`src/rtl/oam_dma_if.sv`:
```
// Bus bundle between the sprite DMA controller and its surroundings (CPU arbiter,
// CPU memory read path, PPU register block).
interface oam_dma_if;
    logic        cpu_clock;
    logic [15:0] cpu_addr;
    logic [7:0]  cpu_dataout;
    logic        cpu_wr;
    logic        dma_busy;
    logic [15:0] mem_addr;
    logic        mem_rd;
    logic [7:0]  mem_datain;
    logic        ppu_cs;
    logic [2:0]  ioreg_addr;
    logic [7:0]  ioreg_datain;
    logic        ioreg_wr;

    modport master (
        input  cpu_clock, cpu_addr, cpu_dataout, cpu_wr, mem_datain,
        output dma_busy, mem_addr, mem_rd, ppu_cs, ioreg_addr, ioreg_datain, ioreg_wr
    );

    modport slave (
        output cpu_clock, cpu_addr, cpu_dataout, cpu_wr, mem_datain,
        input  dma_busy, mem_addr, mem_rd, ppu_cs, ioreg_addr, ioreg_datain, ioreg_wr
    );
endinterface

```
`src/rtl/oam_dma_ctrl.sv`:
```
// Sprite DMA engine behind $4014: halts the CPU and copies one 256-byte page into OAM
// through 256 writes to PPU OAMDATA, one READ/WRITE CPU-cycle pair per byte.
module oam_dma_ctrl #(
    parameter logic [15:0] DMA_REG_ADDR = 16'h4014,
    parameter int          XFER_LEN     = 256
) (
    input  logic       sysclk,
    input  logic       reset,
    oam_dma_if.master  bus
);

    typedef enum logic [2:0] {
        ST_IDLE  = 3'd0,
        ST_HALT  = 3'd1,
        ST_ALIGN = 3'd2,
        ST_READ  = 3'd3,
        ST_WRITE = 3'd4
    } state_t;

    localparam logic [7:0] LAST_CNT   = 8'(XFER_LEN - 1);
    localparam logic [2:0] OAMDATA_RG = 3'd4;

    state_t     state;
    logic [7:0] page;
    logic [7:0] cnt;
    logic       cpu_odd;
    logic       trigger_s;

    assign trigger_s = bus.cpu_wr && (bus.cpu_addr == DMA_REG_ADDR);

    // Transfer FSM; outputs are set together with the next state so they stay stable
    // for the whole CPU cycle that state occupies.
    always_ff @(posedge sysclk) begin
        if (reset) begin
            state            <= ST_IDLE;
            page             <= 8'h00;
            cnt              <= 8'h00;
            cpu_odd          <= 1'b0;
            bus.dma_busy     <= 1'b0;
            bus.mem_addr     <= 16'h0000;
            bus.mem_rd       <= 1'b0;
            bus.ppu_cs       <= 1'b0;
            bus.ioreg_addr   <= 3'd0;
            bus.ioreg_datain <= 8'h00;
            bus.ioreg_wr     <= 1'b0;
        end else if (bus.cpu_clock) begin
            cpu_odd <= ~cpu_odd;
            case (state)
                ST_IDLE: begin
                    if (trigger_s) begin
                        page         <= bus.cpu_dataout;
                        cnt          <= 8'h00;
                        state        <= ST_HALT;
                        bus.dma_busy <= 1'b1;
                    end else begin
                        state <= ST_IDLE;
                    end
                end
                ST_HALT: begin
                    // Reads must land on even CPU cycles; burn one cycle if we are odd.
                    if (cpu_odd) begin
                        state <= ST_ALIGN;
                    end else begin
                        state        <= ST_READ;
                        bus.mem_rd   <= 1'b1;
                        bus.mem_addr <= {page, cnt};
                    end
                end
                ST_ALIGN: begin
                    state        <= ST_READ;
                    bus.mem_rd   <= 1'b1;
                    bus.mem_addr <= {page, cnt};
                end
                ST_READ: begin
                    state            <= ST_WRITE;
                    bus.ioreg_datain <= bus.mem_datain;
                    bus.mem_rd       <= 1'b0;
                    bus.ppu_cs       <= 1'b1;
                    bus.ioreg_wr     <= 1'b1;
                    bus.ioreg_addr   <= OAMDATA_RG;
                end
                ST_WRITE: begin
                    bus.ppu_cs     <= 1'b0;
                    bus.ioreg_wr   <= 1'b0;
                    bus.ioreg_addr <= 3'd0;
                    cnt            <= cnt + 8'd1;
                    if (cnt == LAST_CNT) begin
                        state        <= ST_IDLE;
                        bus.dma_busy <= 1'b0;
                    end else begin
                        state        <= ST_READ;
                        bus.mem_rd   <= 1'b1;
                        bus.mem_addr <= {page, cnt + 8'd1};
                    end
                end
                default: begin
                    state          <= ST_IDLE;
                    bus.dma_busy   <= 1'b0;
                    bus.mem_rd     <= 1'b0;
                    bus.ppu_cs     <= 1'b0;
                    bus.ioreg_wr   <= 1'b0;
                    bus.ioreg_addr <= 3'd0;
                end
            endcase
        end else begin
            state <= state;
        end
    end

endmodule
```
`src/flat_wrapper.sv`:
```
// flat-port wrapper written by rule: the top's interface ports become plain ports
module oam_dma_ctrl_flat 
#(
    parameter logic [15:0] DMA_REG_ADDR = 16'h4014,
    parameter int          XFER_LEN     = 256
)
  (sysclk, reset, bus_cpu_clock, bus_cpu_addr, bus_cpu_dataout, bus_cpu_wr, bus_mem_datain, bus_dma_busy, bus_mem_addr, bus_mem_rd, bus_ppu_cs, bus_ioreg_addr, bus_ioreg_datain, bus_ioreg_wr);
  oam_dma_if bus_i ();
  input  logic sysclk;
  input  logic reset;
  input wire logic [$bits(bus_i.cpu_clock)-1:0] bus_cpu_clock;
  input wire logic [$bits(bus_i.cpu_addr)-1:0] bus_cpu_addr;
  input wire logic [$bits(bus_i.cpu_dataout)-1:0] bus_cpu_dataout;
  input wire logic [$bits(bus_i.cpu_wr)-1:0] bus_cpu_wr;
  input wire logic [$bits(bus_i.mem_datain)-1:0] bus_mem_datain;
  output wire logic [$bits(bus_i.dma_busy)-1:0] bus_dma_busy;
  output wire logic [$bits(bus_i.mem_addr)-1:0] bus_mem_addr;
  output wire logic [$bits(bus_i.mem_rd)-1:0] bus_mem_rd;
  output wire logic [$bits(bus_i.ppu_cs)-1:0] bus_ppu_cs;
  output wire logic [$bits(bus_i.ioreg_addr)-1:0] bus_ioreg_addr;
  output wire logic [$bits(bus_i.ioreg_datain)-1:0] bus_ioreg_datain;
  output wire logic [$bits(bus_i.ioreg_wr)-1:0] bus_ioreg_wr;
  assign bus_i.cpu_clock = bus_cpu_clock;
  assign bus_i.cpu_addr = bus_cpu_addr;
  assign bus_i.cpu_dataout = bus_cpu_dataout;
  assign bus_i.cpu_wr = bus_cpu_wr;
  assign bus_i.mem_datain = bus_mem_datain;
  assign bus_dma_busy = bus_i.dma_busy;
  assign bus_mem_addr = bus_i.mem_addr;
  assign bus_mem_rd = bus_i.mem_rd;
  assign bus_ppu_cs = bus_i.ppu_cs;
  assign bus_ioreg_addr = bus_i.ioreg_addr;
  assign bus_ioreg_datain = bus_i.ioreg_datain;
  assign bus_ioreg_wr = bus_i.ioreg_wr;
  oam_dma_ctrl #(.DMA_REG_ADDR(DMA_REG_ADDR), .XFER_LEN(XFER_LEN)) u_core (.sysclk(sysclk), .reset(reset), .bus(bus_i));
endmodule
```
`config.mk`:
```
export PLATFORM = sky130hd
export DESIGN_NAME = oam_dma_ctrl_flat
export DESIGN_NICKNAME = d
export VERILOG_FILES = /design/src/rtl/oam_dma_if.sv /design/src/rtl/oam_dma_ctrl.sv /design/src/flat_wrapper.sv
export SDC_FILE = /design/constraint.sdc
export NUM_CORES = 1
export LEC_CHECK = 0
export ABC_AREA = 1
export CAP_MARGIN = 20
export CORE_MARGIN = 5
export CORE_UTILIZATION = 43
export DETAILED_ROUTE_END_ITERATION = 7
export PLACE_DENSITY = 0.76
export SETUP_SLACK_MARGIN = 0.02
export SLEW_MARGIN = 15
export SYNTH_ARGS = -nofsm -noshare
export SYNTH_HDL_FRONTEND = slang
export SYNTH_SLANG_ARGS = --single-unit
```
`constraint.sdc`:
```
create_clock -name sysclk -period 1.4 [get_ports sysclk]
set_input_delay 0.28 -clock sysclk [delete_from_list [all_inputs] [get_ports sysclk]]
set_output_delay 0.28 -clock sysclk [all_outputs]
set_load 0.1 [all_outputs]
```
Yosys cells after proc, flatten, opt, wreduce, memory -nomap -nowiden
Index checks and enable logic that the tools add are counted.
{ "word_totals": {"regBits": 50, "elab_cells": 55, "output_inout_bits": 31, "in_bits": 36} }
{ "op_classes": {"n_bitwise": 4, "mux": 17, "add_sub_neg": 1, "n_eq_ne": 10, "n_reduce_logical": 13} }
{ "ops": {"columns": ["op", "count"], "rows": [
  ["$pmux W16 S3", 1],
  ["$mux W16", 2],
  ["$eq A16 B15 Y1 const B", 1],
  ["$pmux W8 S2", 1],
  ["$pmux W3 S5", 1],
  ["$reduce_and A4 Y1", 3],
  ["$add A8 B1 Y8 const B", 1],
  ["$eq A8 B8 Y1 const B", 1],
  ["$mux W8", 1],
  ["$eq A3 B2 Y1 const B", 2],
  ["$mux W1", 6],
  ["$pmux W3 S2", 1],
  ["$reduce_and A3 Y1", 2],
  ["$reduce_or A3 Y1", 2],
  ["$ne A2 B1 Y1 const B", 2],
  ["$ne A2 B2 Y1 const B", 2],
  ["$not A1 Y1", 4],
  ["$pmux W1 S4", 1],
  ["$reduce_and A2 Y1", 2],
  ["$eq A3 B1 Y1 const B", 1],
  ["$eq A3 B3 Y1 const B", 1],
  ["$logic_not A3 Y1", 1],
  ["$pmux W1 S3", 1],
  ["$reduce_bool A3 Y1", 1],
  ["4 further kinds", 4]
]} }

Longest topological paths before layout
Gate-level depths: netlist of run 1.
{ "depth": {"ltp_word": 4, "depth_mapped": 11, "mapped_depth_nobuf": 11} }

Least setup slack after synthesis of run 1
No wires, ideal clock.
{ "synth_timing": {"kind": "reg2out", "from": "reg u_core.bus.ioreg_addr[2]", "to": "out bus_ioreg_addr[2]", "path_stages_with_launch": 2, "t_required_ns": 1.120, "arrival_time_ns": 1.391, "path_slack_ns": -0.271, "path_cell_list": "dfxtp_1 buf_4"} }
{ "synth_lines": {"columns": ["item", "line_no", "rtl"], "rows": [
  ["from (decl)", "oam_dma_if.sv:19", "output dma_busy, mem_addr, mem_rd, ppu_cs, ioreg_addr, ioreg_datain, ioreg_wr"],
  ["from (signal assigned)", "oam_dma_ctrl.sv:43", "bus.ioreg_addr <= 3'd0;"],
  ["from (signal assigned)", "oam_dma_ctrl.sv:80", "bus.ioreg_addr <= OAMDATA_RG;"],
  ["from (signal assigned)", "oam_dma_ctrl.sv:85", "bus.ioreg_addr <= 3'd0;"],
  ["to (decl)", "flat_wrapper.sv:20", "output wire logic [$bits(bus_i.ioreg_addr)-1:0] bus_ioreg_addr;"]
]} }
No word-level cell between the ends.

Worst setup path after layout of run 1
{ "layout_timing": {"from": "reg u_core.state[0]", "to": "reg u_core.bus.mem_addr[10]"} }
{ "layout_via": {"elab_chain_len": 3, "word_cells_on_any_way": 8} }
{ "layout_lines": {"columns": ["item", "line_no", "rtl"], "rows": [
  ["from (decl)", "oam_dma_ctrl.sv:23", "state_t state;"],
  ["from (signal assigned)", "oam_dma_ctrl.sv:106", "state <= state;"],
  ["$eq A3 B3 Y1 (tied with other cells)", "oam_dma_ctrl.sv:48", "case (state)"],
  ["$ne A2 B2 Y1 (no line) or $reduce_bool A3 Y1 (tied branches)", null, null],
  ["$reduce_and A4 Y1 (no line)", null, null],
  ["to (signal assigned)", "oam_dma_ctrl.sv:66", "bus.mem_addr <= {page, cnt};"],
  ["to (signal assigned)", "oam_dma_ctrl.sv:72", "bus.mem_addr <= {page, cnt};"],
  ["to (signal assigned)", "oam_dma_ctrl.sv:93", "bus.mem_addr <= {page, cnt + 8'd1};"],
  ["to (decl)", "oam_dma_if.sv:19", null]
]} }
Several ways; a longest one is shown, not always the timed one.
A chain may end at the register's enable or synchronous reset.

==> results of run 1 <==
cell type report:
type                            count  area share, %
Inverter                           27          3.058
Multi-Input combinational cell    247          35.13
Tap cell                           70          2.162
Timing Repair inverter              1         0.2780
Clock buffer                        7          2.379
Sequential cell                    47          23.60
Timing Repair Buffer              106          33.21
Clock inverter                      1         0.1854
placed cells by master, fill, tap and decap left out, types with 2 or more instances in the layout:
master and instances:
nor2_1 56, nand2_1 53, dfxtp_1 39, buf_4 33, buf_12 32, inv_1 21, nor2_2 21, nand3_1 20
clkdlybuf4s50_1 18, dlymetal6s2s_1 16, a21oi_1 14, o21ai_0 14, nand4_1 13, nor2_4 10, o21ai_1 8, o21ai_2 8
clkbuf_8 7, buf_6 6, dfxtp_2 6, nand2_2 5, nand3_4 3, a21oi_2 3, nand2_8 3, inv_2 2
or2_2 2, nand2_4 2, inv_4 2, conb_1 2, dfxtp_4 2
per-layer routing:
metal | up-vias | global-route usage, %
li1 | 1279 | -
met2 | 84 | 35.28
met3 | 14 | 3.663
met5 | - | 0
met4 | 0 | 5.263
met1 | 1224 | 24.55
flip-flops by register name, indices dropped and copies added (netlist names):
signal,count
u_core.bus.dma_busy,1
u_core.bus.ioreg_addr,1
u_core.bus.ioreg_datain,8
u_core.bus.mem_addr,16
u_core.bus.mem_rd,1
u_core.cnt,8
u_core.cpu_odd,1
u_core.page,8
u_core.state,3
final timing paths:
check | slack (ns) | start | to | cells after the start
min | 0.44 | bus_cpu_clock | u_core.state[1]$_SDFFE_PP0P_ | 4
min reg2reg | 0.48 | u_core.page[0]$_SDFFE_PP0P_ | u_core.page[0]$_SDFFE_PP0P_ | 2
max | -0.02 | u_core.state[0]$_SDFFE_PP0P_ | u_core.bus.mem_addr[10]$_SDFFE_PP0P_ | 10
max reg2reg | -0.02 | u_core.state[0]$_SDFFE_PP0P_ | u_core.bus.mem_addr[10]$_SDFFE_PP0P_ | 10
metrics by stage:
| stage | hold WS [ns] | cell area (um2) | setup WS, ns | setup TNS, ns | utilization [%] |
|---|---|---|---|---|---|
| 2_1_floorplan | 0.4378 | 2338 | 0.02552 | 0 | - |
| 3_3_place_gp | 0.4454 | 3477 | -0.3312 | -10.57 | 67.22 |
| 3_5_place_dp | 0.4589 | 3477 | -0.3954 | -11.77 | 67.22 |
| 4_1_cts | 0.4722 | 3766 | 0.001152 | 0 | 72.81 |
| 5_1_grt | 0.4475 | 4050 | -0.09366 | -1.048 | 78.30 |
| 6_report | 0.4403 | 4050 | -0.02115 | -0.06180 | 78.30 |
cell families (layout without fill, tap and decap cells):
logic type | Yosys count | count (layout) | synth area share (%)
DFF | 47 | 47 | 40.58
xor gates and xnor gates | 1 | 1 | 0.3778
and+or+nand+nor | 190 | 191 | 36.97
other | 1 | 2 | 0.1617
AOI/OAI and AO/OA | 51 | 51 | 11.28
buffers and inverters | 43 | 142 | 9.552
adders and majority gates | 2 | 2 | 1.079
critical path: stages (launching register included):
cell,delay [ns]
dfxtp_4,0.38
inv_4,0.04
nor2_4,0.12
nand2_1,0.07
nand2_1,0.11
inv_2,0.08
nand2_8,0.10
buf_12,0.11
nand2_8,0.06
o21ai_0,0.18
nor2_1,0.05
timing repair:
action | CTS | global route
cloned | 2 | 0
setup buffers | 6 | 7
hold endpoints to repair | 0 | 0
pin swaps | 9 | 30
resized for setup | 32 | 78
endpoints found under the setup margin | 32 | 43
report_power, final:
| group | internal (uW) | switching [uW] |
|---|---|---|
| Sequential | 1330 | 3.10 |
| Combinational | 141 | 140 |
| Clock | 450 | 468 |
| Total | 1930 | 611 |
==> reports/qor.yml, run 1 <==
status:
  failed_checks: "negative setup slack"
  outcome: "finished with violations"
floorplanning:
  initial_utilization_pct: 44.82
  die_h_um: 83.43
  rows: 26
  pin_count: 67
  dieArea_um2: 6961
  coreArea_um2: 5172
  dieWidth_um: 83.43
global_routing:
  grt_util_all_layers_pct: 19.85
  grt_first_pass_wirelength_mm: 11.61
  grt_pass1_vias: 2487
  antenna_found_initial: 0
  grt_overflow: 0
  grt_start_max_net_pins: 17
sta:
  slew_viol_final: 0
  clock_skew_ns: 0.003675
  hold_viol_final: 0
  period_share_pct: 101.5
  grt_setup_unrepaired: "yes"
  fmax_mhz: 703.7
  setup_viol: 5
  timing.final.ws_setup_ns: -0.02115
  min_period_ns: 1.421
clock_tree:
  cts_tree: "built"
  cts_buffer_depth: 2
  cts_sinks: 47
  clk_transition_reported_paths_ns: 0.09
  insertion_delay_ns: 0.30
  cts_buffers: 5
  cts_hold_buf: 0
  htree_levels: 2
  cts_root_buf: "clkbuf_8"
drt:
  vias: 2601
  firstDrtPassIters: 4
  m1WireLength_mm: 3.089
  wire_per_inst_um: 15.06
  drt_wl_total_mm: 7.622
  ant_nets: 0
  wl_met3_um: 373
  highest_layer: "met4"
  via_per_inst: 5.140
  wl_met2_mm: 4.005
  drt_iter0_drc: 123
  drc: 0
synthesis:
  synth.largest_area_cell: "dfxtp_1"
  avgSynthCellArea_um2: 6.921
  netlist_top_cells_count: "nor2_1 (73), nand2_1 (58), dfxtp_1 (47)"
  ys.flop_type: "dfxtp_1"
  netlist_area_um2: 2318
  yosysMostFrequentCell: "nor2_1"
  yosysTopAreaCellShare_pct: 40.58
  synth_seq_area_share_pct: 40.58
  ys_warn_count: 0
  synthArstFlopShare_pct: 0
  yosysUniqueCellTypes: 30
  synthTopCellsByArea: "dfxtp_1 (41%), nor2_1 (12%), nand2_1 (9.4%)"
  synth-seq-cells: 47
  synthCells: 335
  synth_enable_flop_cells: 0
setup_path:
  critPathArrivalTime_ns: 1.62
  critPathKind: "register to register"
  required_ns: 1.60
  cp-end-kind: "register"
  critPathLaunchType: "register"
  crit_path_max_fanout: 7
final_layout:
  fillCellCount: 311
  area_growth_pct: 74.69
  diodes: 0
  instances_no_fill: 506
  fin_nets: 473
  regArea_um2: 955.9
  drive_above_1_share_pct: 35.78
  multiInputGateArea_um2: 1423
run:
  drv_cap: 0
placed_design:
  placed_cells: 483
  place_congestion: 0.8872
  hpwl_mm: 4.834
  portBuffers: 64
power:
  power_density_nw_per_um2: 626.4
  finalPower_uw: 2537
  peakVddDrop_mv: 0.5413
  cellLeakagePower_uw: 0.001786
worst_hold_path:
  holdCritPathClass: "input pin to register"
No activity file was read; power rests on OpenSTA's default activity.
==> run 2, diff against run 1 <==
--- a/config.mk
+++ b/config.mk
@@ -10,7 +10,7 @@
 export CORE_MARGIN = 5
 export CORE_UTILIZATION = 43
 export DETAILED_ROUTE_END_ITERATION = 7
-export PLACE_DENSITY = 0.76
+export PLACE_DENSITY = 0.86
 export SETUP_SLACK_MARGIN = 0.02
 export SLEW_MARGIN = 15
 export SYNTH_ARGS = -nofsm -noshare
==> reports/qor.yml, run 2 (same netlist as run 1, synthesis figures left out) <==
setup_path:
  reg2reg_from: "u_core.cnt[1]$_SDFFE_PP0P_"
  cp-end-kind: "register"
  crit_path_max_fanout: 9  # +2
  critPathArrivalTime_ns: 1.69  # +0.07 ns
  rr_endpoint: "u_core.bus.mem_addr[6]$_SDFFE_PP0P_"
  crit_buf_inv: 2  # -1
  cpPeakStageDelay_ns: 0.37  # about the same
  crit_family: "simple AND/OR/NAND/NOR gates"
  required_ns: 1.60  # about the same
  critPathKind: "register to register"
  cp_cell_sequence: "ha_4 -> nand2_4 -> inv_4 -> nand3_4 -> nand2_4 -> nand2_8 -> nand2_8 -> inv_12 -> o21ai_2 -> nor2_1"
  r2r_slack_ns: -0.09  # -0.06 ns
  cpMaxStageDelayCell: "dfxtp_2"
  critPathLaunchType: "register"
  rr_worst_depth: 10  # unchanged
sta:
  grt_setup_unrepaired: "yes"
  fmax_mhz: 673.2  # -4.3%
  worst_hold_slack_ns: 0.4982  # +0.05782 ns
  timing.final.ws_setup_ns: -0.08543  # -0.06427 ns
  period_share_pct: 106.1  # +4.6 points
  hold_viol_final: 0  # unchanged
  clock_skew_ns: 0.006726  # +0.003051 ns
  fin_setup_tns_ns: -0.7206  # -0.6588 ns
  slew_viol_final: 0  # unchanged
  setup_viol: 20  # +15
  min_period_ns: 1.485  # +0.06427 ns
drt:
  vias: 2830  # +8.8%
  drt_iter0_drc: 338  # +170%
  drc: 0  # unchanged
  drt_wl_total_mm: 8.875  # +16%
  via_per_inst: 5.615  # +9.2%
  firstDrtPassIters: 5  # +1
  ant_nets: 0  # unchanged
  wire_per_inst_um: 17.61  # +17%
final_layout:
  fillCellCount: 307  # -1.3%
  multiInputGateArea_um2: 1423  # unchanged
  top_register: "u_core.bus.mem_addr"
  drive_above_1_share_pct: 36.41  # +0.63 points
  mostFrequentLayoutCells: "nor2_1 (59), nand2_1 (50), dfxtp_1 (41)"
  regArea_um2: 953.4  # -0.26%
  fin_nets: 472  # -0.21%
  largest_reg_flops: 16  # unchanged
  area_growth_pct: 72.32
  layout_commonest_cell: "nor2_1"
  post-route-util_pct: 77.24  # -1.1 points
  diodes: 0  # unchanged
floorplanning:
  die_h_um: 83.43  # unchanged
  pin_count: 67  # unchanged
  dieArea_um2: 6961  # unchanged
  dieWidth_um: 83.43  # unchanged
  rows: 26  # unchanged
  coreArea_um2: 5172  # unchanged
  initial_utilization_pct: 44.82  # unchanged
clock_tree:
  insertion_delay_ns: 0.31  # about the same
  cts_sinks: 47  # unchanged
  cts_root_buf: "clkbuf_8"
  cts_buffer_depth: 2  # unchanged
  cts_tree: "built"
  htree_levels: 2  # unchanged
  clk_transition_reported_paths_ns: 0.08  # about the same
  cts_buffers: 5  # unchanged
power:
  peakVddDrop_mv: 0.3960  # -27%
  switching_share_pct: 24.14  # +0.039 points
  finalPower_uw: 2443  # -3.7%
  seq_power_share_pct: 54.8  # +2.1 points
  p_switching_uw: 589.7  # -3.6%
  power_density_nw_per_um2: 611.4  # -2.4%
  cellLeakagePower_uw: 0.001759  # -1.5%
  p_comb_share_pct: 11.2  # about the same
  p_int_uw: 1853  # -3.8%
  p_clk_share_pct: 34.0  # -2.2 points
run:
  drv_cap: 0  # unchanged
global_routing:
  grt_start_max_net_pins: 25  # +8
  grt_first_pass_wirelength_mm: 12.29  # +5.9%
  grt_util_all_layers_pct: 21.42  # +1.6 points
  grt_pass1_vias: 2632  # +5.8%
  grtUsageMet1_pct: 24.85  # +0.30 points
  grt_overflow: 0  # unchanged
  antenna_found_initial: 0  # unchanged
  grtUsageMet2_pct: 38.78  # +3.5 points
  gr-usage-met3_pct: 5.248  # +1.6 points
  busiest_layer: "met2"
status:
  outcome: "finished with violations"
  failed_checks: "negative setup slack"
worst_hold_path:
  hold_depth: 2  # -2
  holdCritPathClass: "register to register"
  hp-start: "u_core.page[0]$_SDFFE_PP0P_"
  hold_end: "u_core.page[0]$_SDFFE_PP0P_"
placed_design:
  place_congestion: 0.9270  # +4.5%
  hpwl_mm: 4.971  # +2.8%
  place_ws_ns: -0.3944  # +0.0009950 ns
  portBuffers: 64  # unchanged
[run 2: worst reg2reg max path: cells and delay by family, from the launching register on]
| kind | cells | cell delay [ns] |
|---|---|---|
| buf+inv | 2 | 0.14 |
| compound gates | 1 | 0.13 |
| simple gates | 6 | 0.58 |
| fa+ha+maj | 1 | 0.15 |
| flops | 1 | 0.37 |
[run 2: how the worst max path moves through the flow]
stage | start | to | slack, ns | depth (start not counted)
final | u_core.cnt[1]$_SDFFE_PP0P_ | u_core.bus.mem_addr[6]$_SDFFE_PP0P_ | -0.09 | 10
after global routing | u_core.cnt[4]$_SDFFE_PP0P_ | u_core.bus.mem_addr[6]$_SDFFE_PP0P_ | -0.18 | 9
after CTS | bus_cpu_addr[12] | u_core.cnt[0]$_SDFFE_PP0P_ | -0.009 | 8
after detailed placement | bus_cpu_addr[2] | u_core.page[4]$_SDFFE_PP0P_ | -0.39 | 9
after global placement | bus_cpu_addr[4] | u_core.page[3]$_SDFFE_PP0P_ | -0.32 | 9
after floorplan | u_core.cnt[1]$_SDFFE_PP0P_ | u_core.bus.mem_addr[10]$_SDFFE_PP0P_ | 0.03 | 11
[run 2: per-layer routing]
metal | wire (um) | vias to the layer above
met2 | 4552 | 188
met4 | 434 | 0
li1 | - | 1281
met1 | 3062 | 1312
met5 | 0 | -
met3 | 825 | 49
[run 2: what timing repair did]
action	CTS	global route
setup buffers	3	4
cloned	3	0
setup endpoints to repair	32	43
hold buffers	0	0
pin swaps	14	44
resized for setup	38	66
[run 2: per-stage QoR]
step / cell area [um2] / cells
floorplan: 2338 / 336
global placement: 3520 / 487
detailed placement: 3520 / 487
CTS: 3761 / 500
global route: 3995 / 504
finish: 3995 / 504
[run 2: area by class of cell]
cell class	instances	area share, %
clock buffers	6	2.067
clock inverters	1	0.1253
inverters	27	3.101
multi-input cells	248	35.61
flip-flops and latches	47	23.86
well taps	70	2.192
repair buffers	104	32.82
repair inverters	1	0.2192
[run 2: power groups by stage]
| stage | Combinational, uW | Sequential, uW | Clock, uW |
|---|---|---|---|
| 5_1_grt | 290 | 1340 | 928 |
| 4_1_cts | 254 | 1340 | 827 |
| 2_1_floorplan | 99.2 | 1370 | 0 |
| 3_5_place_dp | 236 | 1370 | 0 |
| 6_report | 273 | 1340 | 830 |
| 3_3_place_gp | 228 | 1370 | 0 |
